## src/rtl/pwm_capture.sv

```systemverilog
// PWM receiver: recovers the duty code and period of an incoming PWM line and flags stuck inputs by timeout.
// Define PWM_CAPTURE_FILTER_EN to add a 3-sample glitch filter in front of the edge logic.
module pwm_capture #(
  parameter int TIMEOUT = 1024,
  parameter int CW      = 16
) (
  input  logic          clk,
  input  logic          rst,
  input  logic          pwm_in,
  output logic [7:0]    duty,
  output logic [CW-1:0] period,
  output logic          valid,
  output logic          stuck
);

  typedef enum logic {SEEK, MEAS} state_t;

  localparam logic [CW-1:0] CMAX = '1;
  localparam logic [CW-1:0] ONE  = CW'(1);
  localparam logic [CW-1:0] TLIM = CW'(TIMEOUT - 1);
  localparam logic [CW-1:0] DMAX = CW'(255);

  state_t        state;
  logic          sync1;
  logic          s;
  logic          lvl;
  logic          lvl_d;
  logic          rise_r;
  logic          edge_r;
  logic [CW-1:0] cnt_per;
  logic [CW-1:0] cnt_hi;
  logic [CW-1:0] idle;
  logic          armed;

`ifdef PWM_CAPTURE_FILTER_EN
  logic s_d;
  logic filt;

  // The next sample of s is already visible in sync1, so three equal samples are sync1, s and s_d.
  always_ff @(posedge clk) begin
    if (rst) begin
      s_d  <= 1'b0;
      filt <= 1'b0;
    end else begin
      s_d <= s;
      if ((sync1 == s) && (s == s_d))
        filt <= s;
    end
  end

  assign lvl = filt;
`else
  assign lvl = s;
`endif

  // Edges are registered, so lvl_d is the level aligned with rise_r/edge_r.
  always_ff @(posedge clk) begin
    if (rst) begin
      sync1  <= 1'b0;
      s      <= 1'b0;
      lvl_d  <= 1'b0;
      rise_r <= 1'b0;
      edge_r <= 1'b0;
    end else begin
      sync1  <= pwm_in;
      s      <= sync1;
      lvl_d  <= lvl;
      rise_r <= lvl & ~lvl_d;
      edge_r <= lvl ^ lvl_d;
    end
  end

  always_ff @(posedge clk) begin
    if (rst) begin
      state   <= SEEK;
      cnt_per <= '0;
      cnt_hi  <= '0;
      idle    <= '0;
      armed   <= 1'b0;
      duty    <= 8'd0;
      period  <= '0;
      valid   <= 1'b0;
      stuck   <= 1'b0;
    end else begin
      valid <= 1'b0;

      if (edge_r) begin
        idle  <= '0;
        armed <= 1'b1;
      end else if (idle != CMAX) begin
        idle <= idle + ONE;
      end

      if (rise_r) begin
        // The first rise only starts a measurement; the partial period before it is never reported.
        if (state == MEAS) begin
          period <= cnt_per;
          duty   <= (cnt_hi > DMAX) ? 8'hff : cnt_hi[7:0];
          stuck  <= 1'b0;
          valid  <= 1'b1;
        end
        cnt_per <= ONE;
        cnt_hi  <= ONE;
        state   <= MEAS;
      end else if (!edge_r && armed && (idle == TLIM)) begin
        duty   <= lvl_d ? 8'hff : 8'h00;
        period <= '0;
        stuck  <= 1'b1;
        valid  <= 1'b1;
        armed  <= 1'b0;
        state  <= SEEK;
      end else if (state == MEAS) begin
        if (cnt_per != CMAX)
          cnt_per <= cnt_per + ONE;
        if (lvl_d && (cnt_hi != CMAX))
          cnt_hi <= cnt_hi + ONE;
      end
    end
  end

endmodule
```

## config.mk

```make
export PLATFORM = sky130hd
export DESIGN_NAME = pwm_capture
export DESIGN_NICKNAME = d
export VERILOG_FILES = /design/src/rtl/pwm_capture.sv
export SDC_FILE = /design/constraint.sdc
export NUM_CORES = 1
export LEC_CHECK = 0
export CAP_MARGIN = 10
export CORE_AREA = 2 2 83 85
export CTS_CLUSTER_DIAMETER = 60
export DETAILED_ROUTE_END_ITERATION = 7
export DIE_AREA = 0 0 85 87
export GPL_ROUTABILITY_DRIVEN = 0
export HOLD_SLACK_MARGIN = 0.06
export PLACE_DENSITY = 0.78
export SETUP_SLACK_MARGIN = 0.3
export SLEW_MARGIN = 0
export SYNTH_ARGS = -nofsm -noshare
export SYNTH_HDL_FRONTEND = slang
export SYNTH_SLANG_ARGS = --single-unit
```

## constraint.sdc

```tcl
create_clock -name clk -period 3.3 [get_ports clk]
set_clock_uncertainty 0.1 [all_clocks]
set_input_delay 0.66 -clock clk [delete_from_list [all_inputs] [get_ports clk]]
set_output_delay 0.66 -clock clk [all_outputs]
set_load 0.03 [all_outputs]
```

==> parameters.txt, run 1 <==
Parameter                              Value

Worst setup path
  Setup slack on the worst flop-to-flop path ... 880 ps
  Data required time at the worst endpoint ... 3420 ps
  CP endpoint kind ... flip-flop
  Critical Setup Path Class ... reg -> reg
  Worst path arrival time ... 2530 ps
  CP startpoint kind ... flip-flop
  Maximum net fanout on the critical path ... 14

GRT
  Wire length of the first global-routing pass ... about 13000 µm
  Via count of the first global-routing pass ... 2981
  Total gr overflow ... 0
  All-layer global routing usage ... 0.224
  Number of antenna violations at the first check in global routing ... 0
  Largest net degree at the start of global routing ... 41

Detailed routing
  Number of iterations in the first detailed-routing pass ... 5
  Overall routed net length ... 7960 µm
  Avg Vias per Cell ... 6.11
  Post-route ant nets ... 0
  Post-route DRC violation count ... 0
  Initial detailed-routing violation count ... 307
  WL per Instance ... 14.2 µm
  Via total after detailed routing ... 3427

CTS
  Hold_buf cts ... 0
  Latest clock arrival within the worst-skew pair ... 350 ps
  Number of clock buffers inserted by TritonCTS ... 9
  Clock slew at the register clock pins of the worst setup and hold paths ... 80 ps
  Count of H-tree levels built during CTS ... 3
  Post-CTS repair timing setup buffer count ... 0
  Root Driver ... clkbuf_8
  Number of clock sinks ... 81
  TritonCTS clock tree ... built
  Buffers from clock root to sink, at most ... 2
  Post-cts repair resize count ... 0

Power
  Maximum VDD drop ... 0.000296 V
  Cell area power density ... approximately 430 nW/µm²
  Leak pwr ... 0.00133 µW

Logic synthesis
  Avg Inst Size Synth ... 8.18 µm²
  Post-synthesis net count ... 466
  Syn Inst Count ... 459
  Cell taking the most area after synthesis ... dfxtp_1
  Distinct cells, synth ... 49
  Part of the Yosys area used for sequential elements ... 0.432
  Ranking of synthesized cells by area ... dfxtp_1, a21oi_1, nand3_1, nand2_1, nor2_1
  Cell area after synthesis ... 3760 µm²
  Top_reg_cell synth ... dfxtp_1
  Total number of yosys warnings ... 0
  Share of the synthesized area in the top cell type ... 0.432
  Flip-flop and latch count after synthesis ... between 80 and 90
  Count of flip-flops with a built-in enable after synthesis ... 0
  Fraction of synthesis flops using an asynchronous set or reset pin ... 0

Final layout
  Share of cells above drive strength 1 ... 0.0769
  Layout Cells excl Fill ... 561
  Nets ... 484
  Leading cell type in the layout, fill and taps excluded ... dfxtp_1
  Fill cell total of the finished layout ... slightly below 600
  Fin util ... 0.649
  Total non-filler cell area in the finished layout ... approximately 4300 µm²
  Commonest cells after routing, fill and taps aside ... dfxtp_1, nand2_1, a21oi_1
  Layout area overhead ... 13.5%
  Antenna cells ... 0

STA
  Fin crit share ... 0.733
  Final-report max-slew violation count ... 0
  FMAX ... 414 MHz
  Final Hold Viols ... 0
  Unrepaired setup endpoints after global routing ... no
  Worst Hold Slack ... 351 ps
  Slew HR ... 0.456
  Total negative slack ... 0 ps
  Number of setup violations in the final report ... 0
  Minimum clock period after layout ... 2420 ps
  Transition time of the tightest slew-check pin ... 813 ps

Place
  Input/output buffers ... 28
  Standard cell area after detailed placement ... 4050 µm²
  Post-placement cell count ... approximately 550
  Half-perimeter wire length of the detailed placement result ... 5350 µm

Status
  Result of the run ... finished clean

Floorplan
  Chip width ... ~85 µm
  Initial Utilization ... 0.572
  Row count ... 30
  Vert. Die Dim ... roughly 87 µm
  IO Count ... 29
  Die area ... 7400 µm²
  Core outline area ... 6570 µm²

Hold path
  Hold Path Class ... reg -> reg

Run
  Maxcap violations ... 0
area by class of cell:
| type | instances | area, µm² | area share |
|---|---|---|---|
| multi-input combinational | 343 | 1970 | 0.462 |
| clock inverter | 5 | 80.1 | 0.0188 |
| tap | 80 | 100 | 0.0235 |
| clock buffer | 10 | 138 | 0.0323 |
| sequential | 81 | 1620 | 0.380 |
| timing repair buffer | 34 | 325 | 0.0763 |
| inverter | 8 | 30.0 | 0.00704 |
sequential cells by signal, summed over array words and instances, names as in the netlist:
| register | flops |
|---|---|
| armed | 1 |
| cnt_hi | 16 |
| cnt_per | 16 |
| duty | 8 |
| edge_r | 1 |
| idle | 16 |
| lvl | 1 |
| lvl_d | 1 |
| period | 16 |
| rise_r | 1 |
| state | 1 |
| stuck | 1 |
| sync1 | 1 |
| valid | 1 |
stage by stage:
stage | total power [µW] | setup WS [ps]
floorplan | 1060 | 1180
global placement | 1070 | 951
detailed placement | 1070 | 906
CTS | 1850 | 902
global route | 1910 | 560
finish | 1840 | 883
power breakdown:
part | internal, µW | total, µW | switching (µW)
logic | 17.0 | 56.9 | 39.9
registers | 985 | 993 | 7.88
clock network | 441 | 789 | 348
total | 1440 | 1840 | 396
synth_stat cells (all sizes together), types with 2 or more instances:
library cell / count
nor4: 7
a211oi: 10
and2: 3
o211ai: 2
nor2b: 4
dfxtp: 81
o31ai: 12
nand3: 42
xnor2: 8
mux2i: 2
o41ai: 3
buf: 13
o21ai: 20
o31a: 2
nand4: 8
a21oi: 50
clkbuf: 14
or4: 13
nand2: 54
a41o: 3
or3: 10
nor3: 9
and3: 7
ha: 4
inv: 8
a31oi: 9
nor2: 33
and4: 5
or2: 11
o21a: 3
critical path, cell delays in order (launching register included):
cell and delay, ps:
dfxtp_1 460, ha_1 300, nand2_1 120, or3_1 400, nor2_1 640, or4_1 210, a21oi_1 60
kinds of logic (layout without fill, tap and decap cells):
logic type	count (synthesis)	in the layout	share of synthesized area
mux	2	2	0.00533
flops	81	81	0.432
xor+xnor	8	8	0.0187
buf+inv	35	57	0.0440
simple gates	212	212	0.292
fa+ha+maj	4	4	0.0133
compound gates	117	117	0.195
final timing paths:
check,startpoint,endpoint,depth (start not counted)
worst min register to register,sync1,lvl,1
worst max-delay path,cnt_per[0],cnt_per[7],6
worst max register to register,cnt_per[0],cnt_per[7],6
worst min-delay path,sync1,lvl,1
layer usage:
metal	vias to the layer above	GRT usage	routed length, µm
met5	-	0	0
met4	0	0.0924	124
met3	13	0.0408	293
met2	77	0.364	3720
met1	1621	0.294	3820
li1	1716	-	-
Power figures use the tool's default switching activity.
==> run 2, diff against run 1 <==
--- a/config.mk
+++ b/config.mk
@@ -6,13 +6,13 @@
 export NUM_CORES = 1
 export LEC_CHECK = 0
 export CAP_MARGIN = 10
-export CORE_AREA = 2 2 83 85
+export CORE_AREA = 2 2 88 90
 export CTS_CLUSTER_DIAMETER = 60
 export DETAILED_ROUTE_END_ITERATION = 7
-export DIE_AREA = 0 0 85 87
+export DIE_AREA = 0 0 90 92
 export GPL_ROUTABILITY_DRIVEN = 0
 export HOLD_SLACK_MARGIN = 0.06
-export PLACE_DENSITY = 0.78
+export PLACE_DENSITY = 0.73
 export SETUP_SLACK_MARGIN = 0.3
 export SLEW_MARGIN = 0
 export SYNTH_ARGS = -nofsm -noshare
==> constraint.sdc (replaced) <==
create_clock -name clk -period 2.2 [get_ports clk]
set_clock_uncertainty 0.1 [all_clocks]
set_input_delay 0.44 -clock clk [delete_from_list [all_inputs] [get_ports clk]]
set_output_delay 0.44 -clock clk [all_outputs]
set_load 0.03 [all_outputs]
==> run 2 against run 1 <==
Effect of this change: flip-flop and latch count unchanged; non-clock buffer count increased by 29; sequential share of layout area decreased by 4.1 points; critical path depth increased by 1; routed wire length increased by 27%; utilization increased by 0.78 points; maximum frequency increased by 21%; critical path type unchanged; largest cell class unchanged.
==> parameters.txt, run 2 (synthesized netlist as in run 1, its figures left out) <==
Parameter                              Value

Status
  Result of the run ... finished clean

STA
  Fin crit share ... 0.907
  Number of setup violations in the final report ... 0
  Worst Hold Slack ... between 300 and 400 ps
  Slew HR ... 0.627
  Final Hold Viols ... 0
  Minimum clock period after layout ... 2000 ps
  Unrepaired setup endpoints after global routing ... yes
  FMAX ... 501 MHz
  Total negative slack ... 0 ps
  Final-report max-slew violation count ... 0
  Transition time of the tightest slew-check pin ... roughly 560 ps

CTS
  Buffers from clock root to sink, at most ... 2
  Count of H-tree levels built during CTS ... 3
  Latest clock arrival within the worst-skew pair ... between 300 and 400 ps
  Number of clock sinks ... 81
  Number of clock buffers inserted by TritonCTS ... 9
  Clock slew at the register clock pins of the worst setup and hold paths ... 90 ps
  Root Driver ... clkbuf_8
  TritonCTS clock tree ... built
  Hold_buf cts ... 0

Power
  Combinational group share of total power ... 0.045
  Sw power ... 657 µW
  Clock network fraction of design power ... 0.468
  Power share of the sequential group ... 0.487
  Internal power component ... between 2000 and 2500 µW
  Cell area power density ... 625 nW/µm²
  Switching Fraction ... 0.215
  Leak pwr ... between 0.0015 and 0.002 µW
  Maximum VDD drop ... roughly 0.00031 V

GRT
  All-layer global routing usage ... 0.237
  Number of antenna violations at the first check in global routing ... 0
  Wire length of the first global-routing pass ... approximately 16000 µm
  Largest net degree at the start of global routing ... 26
  Via count of the first global-routing pass ... 3418
  Total gr overflow ... 0

Final layout
  Total non-filler cell area in the finished layout ... 4890 µm²
  Commonest cells after routing, fill and taps aside ... dfxtp_1, nand2_1, a21oi_1
  Layout area overhead ... 30.2%
  Layout Cells excl Fill ... between 600 and 700
  Leading cell type in the layout, fill and taps excluded ... dfxtp_1
  Nets ... between 500 and 600
  Fin util ... 0.657
  Antenna cells ... 0
  Share of cells above drive strength 1 ... 0.236

Detailed routing
  Initial detailed-routing violation count ... 273
  Avg Vias per Cell ... about 6
  Overall routed net length ... 10100 µm
  Via total after detailed routing ... 3741
  Post-route ant nets ... 0
  Number of iterations in the first detailed-routing pass ... 6
  WL per Instance ... 16.4 µm
  Post-route DRC violation count ... 0

Worst setup path
  Critical Path End ... cnt_per[8]
  Setup slack on the worst flop-to-flop path ... just over 200 ps
  Reg-to-reg critical path startpoint ... idle[0]
  R2R cell count ... 7
  Crit. Startpoint ... idle[0]
  Worst path arrival time ... ~2200 ps
  Data required time at the worst endpoint ... 2400 ps
  Critical Setup Path Class ... reg -> reg
  CP endpoint kind ... flip-flop
  Maximum net fanout on the critical path ... 23
  Capturing point of the worst reg2reg path ... cnt_per[8]
  CP startpoint kind ... flip-flop

Place
  Input/output buffers ... 28
  Standard cell area after detailed placement ... 4210 µm²
  Half-perimeter wire length of the detailed placement result ... 5730 µm
  Post-placement cell count ... 580

Floorplan
  Vert. Die Dim ... 92 µm
  Chip width ... 90 µm
  Initial Utilization ... 0.504
  Row count ... 32
  IO Count ... 29
  Core outline area ... 7450 µm²
  Die area ... 8280 µm²

Run
  Maxcap violations ... 0

Hold path
  Hold Path Class ... reg -> reg
==> run 2: cell count changes in the layout (fill, tap and decap cells not counted), sizes merged <==
cell | previous run | this run
o31a | 2 | 3
dlygate4sd2 | 0 | 23
bufinv | 2 | 4
clkinvlp | 2 | 0
clkinv | 1 | 3
clkbuf | 10 | 11
dlymetal6s2s | 0 | 3
clkdlybuf4s50 | 28 | 2
buf | 6 | 33
==> run 2: routing by layer <==
layer | share of wire | wire (µm) | vias to the layer above | global-route usage
met4 | 0.033 | 333 | 0 | 0.0923
met1 | 0.42 | 4180 | 1788 | 0.294
met3 | 0.058 | 588 | 27 | 0.0485
met5 | 0 | 0 | - | 0
li1 | - | - | 1789 | -
met2 | 0.49 | 4970 | 137 | 0.405
==> run 2: timing repair <==
| action | 4_1_cts | 5_1_grt |
|---|---|---|
| resized for setup | 49 | 45 |
| setup buffers | 8 | 4 |
| pin swaps | 7 | 30 |
| cloned | 3 | 3 |
| setup endpoints to repair | 80 | 58 |
==> run 2: worst max-delay path: stages (launching register included) <==
cell     delay [ps]
dfxtp_4         360
ha_4            160
nand2_4          90
or3_4           210
o21ai_4          90
buf_12          170
or4b_2          630
a21oi_1         130
==> run 2: worst min-delay path by stage <==
stage,startpoint,to,slack [ps],depth (start not counted)
5_1_grt,sync1,lvl,370,1
4_1_cts,sync1,lvl,350,1
2_1_floorplan,sync1,lvl,310,1
3_5_place_dp,sync1,lvl,330,1
6_report,sync1,lvl,350,1
3_3_place_gp,sync1,lvl,320,1
==> run 2: layout make-up <==
cell class | instances | area, µm²
clock inverters | 7 | 143
inverters | 8 | 30.0
flip-flops and latches | 81 | 1660
repair buffers | 63 | 614
multi-input cells | 344 | 2200
well taps | 102 | 128
clock buffers | 9 | 124
fillers | 657 | 2550
==> run 2: per-stage QoR <==
| step | setup WS (ps) | total power (µW) |
|---|---|---|
| floorplan | 228 | 1590 |
| global placement | 136 | 1620 |
| detailed placement | 102 | 1630 |
| CTS | 219 | 3050 |
| global route | 126 | 3150 |
| finish | 205 | 3060 |
==> run 2: power by group through the flow <==
stage | logic (µW) | clock network (µW) | registers [µW]
6_report | 136 | 1430 | 1490
5_1_grt | 146 | 1510 | 1490
4_1_cts | 117 | 1440 | 1490
3_5_place_dp | 98.6 | 0 | 1530
3_3_place_gp | 94.5 | 0 | 1530
2_1_floorplan | 70.1 | 0 | 1520
